[src/rtl/div_pkg.sv]
// div_pkg: shared types, default width, derived-width helpers and the divide-by-zero quotient
package div_pkg;

    localparam int N_DEF = 8;

    typedef enum logic [1:0] {
        IDLE = 2'd0,
        BUSY = 2'd1,
        DONE = 2'd2
    } state_t;

    function automatic int quot_w(input int n);
        return 2 * n;
    endfunction

    function automatic int part_w(input int n);
        return n + 1;
    endfunction

    // quotient reported for a zero divisor: all ones at the quotient width
    function automatic logic [63:0] dbz_quot(input int w);
        return (64'd1 << w) - 64'd1;
    endfunction

endpackage

[src/rtl/div_step.sv]
// div_step: one combinational restoring-division iteration
//   p     : current partial remainder (N+1 bits)
//   q_msb : dividend/quotient bit shifted into the partial remainder
//   d     : divisor
//   p_nxt : partial remainder after the trial subtraction
//   q_bit : resolved quotient bit (1 when the subtraction was kept)
module div_step
    import div_pkg::*;
#(
    parameter int N = N_DEF
) (
    input  logic [N:0]   p,
    input  logic         q_msb,
    input  logic [N-1:0] d,
    output logic [N:0]   p_nxt,
    output logic         q_bit
);

    localparam int PW = part_w(N);

    logic [N+1:0] pp;
    logic [N+1:0] diff;

    // p never exceeds the divisor, so one extra guard bit keeps the shift lossless
    always_comb begin
        pp    = {p, q_msb};
        diff  = pp - {2'b00, d};
        q_bit = pp >= {2'b00, d};
        p_nxt = PW'(q_bit ? diff : pp);
    end

endmodule

[src/rtl/seq_divider_16by8.sv]
// seq_divider_16by8: iterative unsigned restoring divider, 2N-bit dividend / N-bit divisor
//   clk, rst             : clock, synchronous active-high reset
//   in_valid/in_ready    : operand handshake (dividend, divisor)
//   out_valid/out_ready  : result handshake (quotient, remainder, div_by_zero)
//   Build option DIV_ZERO_FAST_EN: a zero divisor skips the iterations and
//   reports its forced result the cycle after acceptance.
module seq_divider_16by8
    import div_pkg::*;
#(
    parameter int N  = N_DEF,
    parameter int CW = 5
) (
    input  logic              clk,
    input  logic              rst,
    input  logic              in_valid,
    output logic              in_ready,
    input  logic [2*N-1:0]    dividend,
    input  logic [N-1:0]      divisor,
    output logic              out_valid,
    input  logic              out_ready,
    output logic [2*N-1:0]    quotient,
    output logic [N-1:0]      remainder,
    output logic              div_by_zero
);

    localparam int QW = quot_w(N);
    localparam int PW = part_w(N);
    localparam logic [QW-1:0] Q_ONES = QW'(dbz_quot(QW));

    state_t        state, state_nxt;
    logic [PW-1:0] p, p_nxt;
    logic [QW-1:0] q;
    logic [N-1:0]  d;
    logic [CW-1:0] cnt;
    logic          dbz;
    logic          q_bit;
    logic          accept;
    logic          last;

    div_step #(.N(N)) u_step (
        .p     (p),
        .q_msb (q[QW-1]),
        .d     (d),
        .p_nxt (p_nxt),
        .q_bit (q_bit)
    );

    always_comb begin
        state_nxt = state;
        in_ready  = state == IDLE;
        out_valid = state == DONE;
        accept    = in_valid && state == IDLE;
        last      = cnt == CW'(QW - 1);
        case (state)
`ifdef DIV_ZERO_FAST_EN
            IDLE:    state_nxt = accept ? ((divisor == '0) ? DONE : BUSY) : IDLE;
`else
            IDLE:    state_nxt = accept ? BUSY : IDLE;
`endif
            BUSY:    state_nxt = last ? DONE : BUSY;
            DONE:    state_nxt = out_ready ? IDLE : DONE;
            default: state_nxt = IDLE;
        endcase
    end

    always_ff @(posedge clk) begin
        if (rst)
            state <= IDLE;
        else
            state <= state_nxt;
    end

    always_ff @(posedge clk) begin
        if (rst) begin
            p   <= '0;
            q   <= '0;
            d   <= '0;
            cnt <= '0;
            dbz <= 1'b0;
        end else if (accept) begin
            p   <= '0;
            q   <= dividend;
            d   <= divisor;
            cnt <= '0;
            dbz <= divisor == '0;
`ifdef DIV_ZERO_FAST_EN
            if (divisor == '0) begin
                p <= {1'b0, dividend[N-1:0]};
                q <= Q_ONES;
            end
`endif
        end else if (state == BUSY) begin
            // a zero divisor leaves the low dividend bits in p naturally;
            // the quotient is forced explicitly on the final iteration
            p   <= p_nxt;
            q   <= (last && dbz) ? Q_ONES : {q[QW-2:0], q_bit};
            cnt <= cnt + 1'b1;
        end
    end

    assign quotient    = q;
    assign remainder   = p[N-1:0];
    assign div_by_zero = dbz;

endmodule

[config.mk]
export PLATFORM = sky130hd
export DESIGN_NAME = seq_divider_16by8
export DESIGN_NICKNAME = d
export VERILOG_FILES = /design/src/rtl/div_pkg.sv /design/src/rtl/div_step.sv /design/src/rtl/seq_divider_16by8.sv
export SDC_FILE = /design/constraint.sdc
export NUM_CORES = 1
export LEC_CHECK = 0
export CAP_MARGIN = 20
export CORE_MARGIN = 5
export CORE_UTILIZATION = 49
export CTS_CLUSTER_DIAMETER = 50
export DETAILED_ROUTE_END_ITERATION = 7
export PLACE_DENSITY = 0.77
export SYNTH_ARGS = -nofsm -noshare
export SYNTH_HDL_FRONTEND = slang
export SYNTH_SLANG_ARGS = --single-unit
[constraint.sdc]
create_clock -name clk -period 2.25 [get_ports clk]
set_input_delay 0.225 -clock clk [delete_from_list [all_inputs] [get_ports clk]]
set_output_delay 0.225 -clock clk [all_outputs]
set_load 0.02 [all_outputs]
==> Word level (Yosys, flattened, before mapping) <==
Index checks and enable logic that the tools add are counted.
{ "op_classes": {"add_sub_neg": 2, "n_lt_le_gt_ge": 1, "n_eq_ne": 3, "muxes": 8, "n_reduce_logical": 6} }
{ "op_table": {"columns": ["cell", "n"], "rows": [
  ["16-bit two-way mux", 3],
  ["10-bit by 8-bit greater-or-equal comparator with 1-bit output", 1],
  ["9-bit two-way mux", 1],
  ["9-bit by 8-bit subtractor with 9-bit output", 1],
  ["8-bit zero test", 1],
  ["2-bit case mux with 3 select lines", 1],
  ["5-bit by 1-bit adder with 5-bit output (second input constant)", 1],
  ["5-bit by 4-bit == test with 1-bit output (second input constant)", 1],
  ["2-bit two-way mux", 2],
  ["2-bit by 1-bit == test with 1-bit output (second input constant)", 1],
  ["2-bit == test (second input constant)", 1],
  ["1-bit logical AND", 2],
  ["2-bit zero test", 1],
  ["2-bit nonzero test", 1],
  ["2-bit OR reduction", 1],
  ["1-bit two-way mux", 1]
]} }
{ "word_totals": {"register_bits": 41, "inputBits": 28, "elab_cells": 26} }

==> Longest topological paths before layout <==
Gate-level depths: netlist (run 1).
{ "logic_depth": {"ltp_word": 5, "ltp_mapped": 10} }

==> Modules after synthesis <==
A second synthesis (run 1) with hierarchy kept.
{ "hier_totals": {"cells_unflattened": 275, "area_unflattened_um2": 2314.7} }
{ "by_module_without_submodules": {"columns": ["module", "n_inst", "cells_each", "area_each_um2"], "rows": [
  ["seq_divider_16by8", 1, 200, 1791.7],
  ["div_step", 1, 75, 523.0]
]} }

==> Least setup slack after synthesis (run 1) <==
Ideal clock, no wire load.
{ "synth_timing": {"kind": "register to register", "startpoint": "register q[15] (netlist: quotient[15])", "endpoint": "register p[1]", "setup_ps": 119, "t_arrival_ps": 1817, "setup_slack_ps": 313, "path_stages_with_launch": 11, "path_buffers": 1, "period_less_slack_ps": 1937, "cell_sequence": "dfxtp_1 inv_1 ha_1 inv_1 fa_1 nand3_1 a21oi_1 nor4_4 buf_6 mux2i_1 a21oi_1"} }
{ "synth_via": {"elab_chain_cells": 2, "elab_cells_between_ends": 3, "classes_between": "add/sub (1); order compare (1); mux (1)"} }
{ "synth_lines": {"columns": ["element", "line_no", "rtl"], "rows": [
  ["start, declared", "seq_divider_16by8.sv:32", "logic [QW-1:0] q;"],
  ["start signal, assigned", "seq_divider_16by8.sv:82", "q <= dividend;"],
  ["start signal, assigned", "seq_divider_16by8.sv:96", "q <= (last && dbz) ? Q_ONES : {q[QW-2:0], q_bit};"],
  ["9-bit by 8-bit subtractor with 9-bit output or 10-bit by 8-bit greater-or-equal comparator with 1-bit output (tied branches)", "div_step.sv:27, div_step.sv:28", null],
  ["9-bit two-way mux *", "div_step.sv:29", "p_nxt = PW'(q_bit ? diff : pp);"],
  ["end signal, assigned", "seq_divider_16by8.sv:95", "p <= p_nxt;"],
  ["end, declared", "seq_divider_16by8.sv:31", "logic [PW-1:0] p, p_nxt;"]
]} }
Mark *: on every way between the ends. The rest lies on a longest branch, timed or not.
A chain may end at the register's enable or synchronous reset.

==> Worst setup path in the final report (run 1) <==
{ "layout_timing": {"startpoint": "register q[15] (netlist: quotient[15])", "endpoint": "register p[0]"} }
Same word-level chain as after synthesis.

==> metrics, run 1 <==
status finished clean; Final HPWL DP 4080 microns; latest clock arrival within the worst-skew pair 0.29 ns; H-tree level count 2; Die X 77.7 microns; initial antenna violation count 0; Overall Global Routing Usage 18.9%; Clock Path Buffers 2; die height 77.7 microns; HP Class reg -> reg; Setup TNS 0 ns; clock skew 0.00440 ns; Die Area 0.00604 sq mm; DRC Markers 0; worst setup path category reg -> reg; worst slew pin tran 0.517 ns; CP top delay family adder cells; area added between synthesis and finish 25.9%; hold slack 0.456 ns; # Max-Cap Violations 0; crit-path most repeated cell inv_1; gr ovfl total 0; antenna viol nets, final 0; WL/cell 15.0 microns; vias in the first global route 1,917; Rows 24; Seq/Total Area, Yosys 36.5%; global placement routability congestion 0.860; RR Startpoint quotient[15]$_SDFFE_PP0P_; Reg2Reg Setup Slack 0.19 ns; Worst-path clk slew 0.08 ns; port bufs 54; CP Cell Sequence inv_1, ha_1, inv_1, fa_1, nand3_1, a21oi_1, nor4_4, buf_4, mux2i_1, a22o_1; Setup Slack @ Placement 0.222 ns; DR vias 2,063; RSZ-0062 raised after global routing yes; Post-synth EDFFs 0; ANT cells 0; Leak Pwr 1.11 nW; CTS buffer count 5; ys flop type dfxtp_1; commonest non-fill, non-tap cell in the layout clkdlybuf4s50_1; Warnings, synthesis 0; # placed instances 368; Worst path max stage delay 0.42 ns; Final Hold Fails 0; r2r worst-path depth 10; Setup WS post-layout 0.189 ns; Setup crit end kind flip-flop; Starting Density 50.9%; Post-synth ARST share 0%; Crit path depth 10; Worst Setup EP p[0]$_SDFFE_PP0P_; Worst EP arrival 2.30 ns; slowest CP cell fa_1; First-pass DRT Iterations 4; part of the cycle the worst path needs 91.6%; core area 0.00441 sq mm; Setup Viol. Count Final 0; crit start category flip-flop; fill count 395; Mapped Area 0.00225 sq mm; post-synthesis register bit count 41; Crit Path Max Fanout 4; Routed WL 5620 microns; most frequent cells in the layout 54 x clkdlybuf4s50_1, 43 x nor2_1, 41 x dfxtp_1, 30 x nand2_1, 21 x a21oi_1; Tmin final 2.06 ns; TritonCTS clock tree built; final net count 362; max_slew headroom 65.4%; Power Dens Cells 704 mW/mm^2; CTS Sinks 41; peak supply drop 0.440 mV; # IOs 55; Post-Synthesis Cells 279; Max Transition Viols Final 0; Via density 5.49; Final Non-Filler Cells 376; post-synthesis area per instance 8.05 sq um; Req. time, crit path 2.49 ns; worst r2r dst p[0]$_SDFFE_PP0P_; fraction of layout cells with a size suffix above 1 7.41%; Initial DRC Count 84; CTS root buffer clkbuf_8; syn nets 318; Final Util 64.1%; pin count of the biggest net entering global routing 30; CP bufs+invs 3; first-pass GRT wire length 9380 microns; fmax 0.485 GHz; Unique masters post-synth 45; crit path launch quotient[15]$_SDFFE_PP0P_
[final cells by class]
cell class                 instances  area, sq um  area share, %
clock inverter                     3         17.5          0.619
sequential                        41          821           29.0
inverter                          14         52.6           1.86
timing repair buffer              62          604           21.4
multi-input combinational        199         1200           42.4
clock buffer                       5         68.8           2.43
tap                               52         65.1           2.30
[Yosys cell counts (2+ instances only)]
cell	instances	area (sq um)
nor2_1	43	161
dfxtp_1	41	821
nand2_1	30	113
a21oi_1	21	105
nor3_1	17	85.1
nor4_1	17	106
inv_1	14	52.6
ha_1	10	125
buf_4	9	67.6
clkbuf_1	7	26.3
mux2i_1	7	70.1
o21ai_0	7	35.0
nand3_1	5	25.0
xor2_1	5	43.8
buf_2	4	20.0
a32oi_1	3	26.3
buf_6	3	33.8
nand4_1	3	18.8
a211oi_1	2	15.0
clkbuf_8	2	27.5
nor2b_1	2	12.5
o21ai_2	2	17.5
o31ai_1	2	15.0
xnor2_1	2	17.5
[flip-flops by register name, indices dropped and copies added (netlist names)]
name and count:
cnt 5, quotient 16, state 2, div_by_zero 1, d 8, p 9
[per-layer routing]
layer	GRT usage, %	routed length [microns]
met4	6.53	75
met2	29.2	2690
met3	4.28	270
met5	0	0
met1	26.0	2590
[cell families (layout without fill, tap and decap cells)]
kind of cell | Yosys count | count (layout) | synth area share [%]
AO/OA/AOI/OAI | 46 | 46 | 13.3
XOR/XNOR | 7 | 7 | 2.73
adder cells (fa/ha/maj) | 11 | 11 | 6.46
buffers and inverters | 39 | 84 | 10.1
flip-flops | 41 | 41 | 36.5
multiplexers | 8 | 8 | 3.62
AND/OR/NAND/NOR | 127 | 127 | 27.2
[power by group]
part	internal (mW)	switching [mW]	total, mW
Clock	0.214	0.261	0.475
Combinational	0.328	0.363	0.691
Sequential	0.780	0.0466	0.827
Total	1.32	0.670	1.99
[how the worst min path moves through the flow]
stage,from,endpoint,slack [ns],cells after the start
after global routing,d[6]$_SDFFE_PP0P_,d[6]$_SDFFE_PP0P_,0.47,2
after CTS,d[5]$_SDFFE_PP0P_,d[5]$_SDFFE_PP0P_,0.46,2
final,d[6]$_SDFFE_PP0P_,d[6]$_SDFFE_PP0P_,0.46,2
after floorplan,divisor[1],d[1]$_SDFFE_PP0P_,0.36,2
after detailed placement,d[5]$_SDFFE_PP0P_,d[5]$_SDFFE_PP0P_,0.45,2
after global placement,d[7]$_SDFFE_PP0P_,d[7]$_SDFFE_PP0P_,0.44,2
[through the flow]
step	instance area (sq um)	power, mW
2_1_floorplan	2250	1.32
4_1_cts	2830	2.00
6_report	2830	1.99
3_5_place_dp	2740	1.52
5_1_grt	2830	2.10
3_3_place_gp	2740	1.51
[worst register-to-register path, cell delays in order (launching register included)]
cell and delay, ns:
dfxtp_1 0.33, inv_1 0.07, ha_1 0.15, inv_1 0.05
fa_1 0.42, nand3_1 0.13, a21oi_1 0.13, nor4_4 0.20
buf_4 0.19, mux2i_1 0.20, a22o_1 0.14
[repair_timing]
item	4_1_cts	5_1_grt
gates resized for setup	0	1
setup endpoints to repair	0	1
hold buffers	0	0
setup buffers	0	0
No activity file was read; power rests on OpenSTA's default activity.
==> inputs of run 2 (changes only) <==
--- a/config.mk
+++ b/config.mk
@@ -10,7 +10,7 @@
 export CORE_UTILIZATION = 49
 export CTS_CLUSTER_DIAMETER = 50
 export DETAILED_ROUTE_END_ITERATION = 7
-export PLACE_DENSITY = 0.77
+export PLACE_DENSITY = 0.79
 export SYNTH_ARGS = -nofsm -noshare
 export SYNTH_HDL_FRONTEND = slang
 export SYNTH_SLANG_ARGS = --single-unit
==> metrics, run 2 (synthesized netlist as in run 1, its figures left out) <==
status finished clean; Rows 24; commonest non-fill, non-tap cell in the layout clkdlybuf4s50_1; clock share of power 29.0%; Final HPWL DP 4010 microns; combinational group share of total power 32.1%; Crit Path Max Fanout 12; H-tree level count 2; Tmin final 2.06 ns; worst setup path category reg -> reg; Final Hold Fails 0; Die Area 0.00604 sq mm; pin count of the biggest net entering global routing 36; Via density 5.50; ANT cells 0; fmax 0.486 GHz; gr ovfl total 0; max_slew headroom 64.9%; first-pass GRT wire length 9250 microns; Die X 77.7 microns; Pwr Total 2.12 mW; Max Transition Viols Final 0; fill count 376; P_int 1.46 mW; Worst EP arrival 2.22 ns; vias in the first global route 1,937; sw frac 31.2%; share of power burned in registers 38.9%; latest clock arrival within the worst-skew pair 0.29 ns; Initial DRC Count 133; area occupied by multi-input gates 0.00120 sq mm; CTS root buffer clkbuf_8; hold slack 0.460 ns; Setup TNS 0 ns; postcts setup bufs 0; Worst-path clk slew 0.08 ns; fraction of layout cells with a size suffix above 1 7.10%; part of the cycle the worst path needs 91.5%; WL/cell 14.8 microns; HP Class reg -> reg; Setup crit end kind flip-flop; clock skew 0.00719 ns; peak supply drop 0.433 mV; RSZ-0062 raised after global routing no; hold buffer count at CTS 0; TritonCTS clock tree built; initial antenna violation count 0; Clock Path Buffers 2; Req. time, crit path 2.41 ns; core area 0.00441 sq mm; Leak Pwr 1.12 nW; Setup Viol. Count Final 0; Final Non-Filler Cells 376; DRC Markers 0; # placed instances 368; worst slew pin tran 0.525 ns; area added between synthesis and finish 27.3%; CTS Sinks 41; Routed WL 5570 microns; antenna viol nets, final 0; crit start category flip-flop; FF/Latch Area 821 sq um; Overall Global Routing Usage 18.4%; DR vias 2,068; # Max-Cap Violations 0; Power Dens Cells 742 mW/mm^2; final net count 362; CTS buffer count 5; Psw 661 uW; Starting Density 50.9%; First-pass DRT Iterations 4; # IOs 55; max reg flops 16; port bufs 54; global placement routability congestion 0.841; most frequent cells in the layout 54 x clkdlybuf4s50_1, 43 x nor2_1, 41 x dfxtp_1, 30 x nand2_1, 21 x a21oi_1; die height 77.7 microns
run 2: cell types whose count changed in the layout (fill, tap and decap cells not counted), sizes merged:
cell / delta
bufinv: +1
clkbuf: +2
clkinv: -2
clkinvlp: -1
run 2: final timing paths:
check | from | to | slack (ns) | cells past startpoint
worst max-delay path | quotient[15]$_SDFFE_PP0P_ | p[4]$_SDFFE_PP0P_ | 0.19 | 10
worst min-delay path | d[2]$_SDFFE_PP0P_ | d[2]$_SDFFE_PP0P_ | 0.46 | 2
worst max register to register | quotient[15]$_SDFFE_PP0P_ | p[4]$_SDFFE_PP0P_ | 0.19 | 10
worst min register to register | d[2]$_SDFFE_PP0P_ | d[2]$_SDFFE_PP0P_ | 0.46 | 2
run 2: cell type report:
type,instances,share of cell area (%)
timing repair buffer,62,21.1
clock buffer,7,3.02
inverter,14,1.84
multi-input combinational,199,42.0
sequential,41,28.7
clock inverter,1,1.05
tap,52,2.27
run 2: metrics by stage:
step	worst slack (ns)	utilization, %	instance area [sq um]
floorplan	0.313	-	2250
global placement	0.245	62.1	2740
detailed placement	0.201	62.1	2740
CTS	0.196	64.7	2860
global route	0.00133	64.8	2860
finish	0.192	64.8	2860
run 2: critical path, stage by stage (launching register included):
cell and delay (ns):
dfxtp_1 0.33, inv_1 0.07, ha_1 0.15, inv_1 0.05, fa_1 0.42, nand3_1 0.13
a21oi_1 0.12, nor4_4 0.16, buf_6 0.21, mux2i_1 0.20, a21oi_1 0.08
run 2: power by group through the flow:
stage               logic, mW  registers, mW  clock network, mW
finish                  0.682          0.826              0.614
global route            0.744          0.836              0.651
CTS                     0.672          0.825              0.623
detailed placement      0.667          0.841                  0
global placement        0.659          0.841                  0
floorplan               0.451          0.867                  0
run 2: repair_timing:
| item | 4_1_cts | 5_1_grt |
|---|---|---|
| setup endpoints to repair | 0 | 1 |
| endpoints found under the hold margin | 0 | 0 |
| gates resized for setup | 0 | 1 |
run 2: per-layer routing:
| layer | global-route usage (%) | vias to the layer above | routed length (microns) |
|---|---|---|---|
| li1 | - | 1052 | - |
| met1 | 25.2 | 970 | 2700 |
| met5 | 0 | - | 0 |
| met4 | 4.98 | 0 | 55 |
| met3 | 3.94 | 5 | 232 |
| met2 | 29.2 | 41 | 2580 |
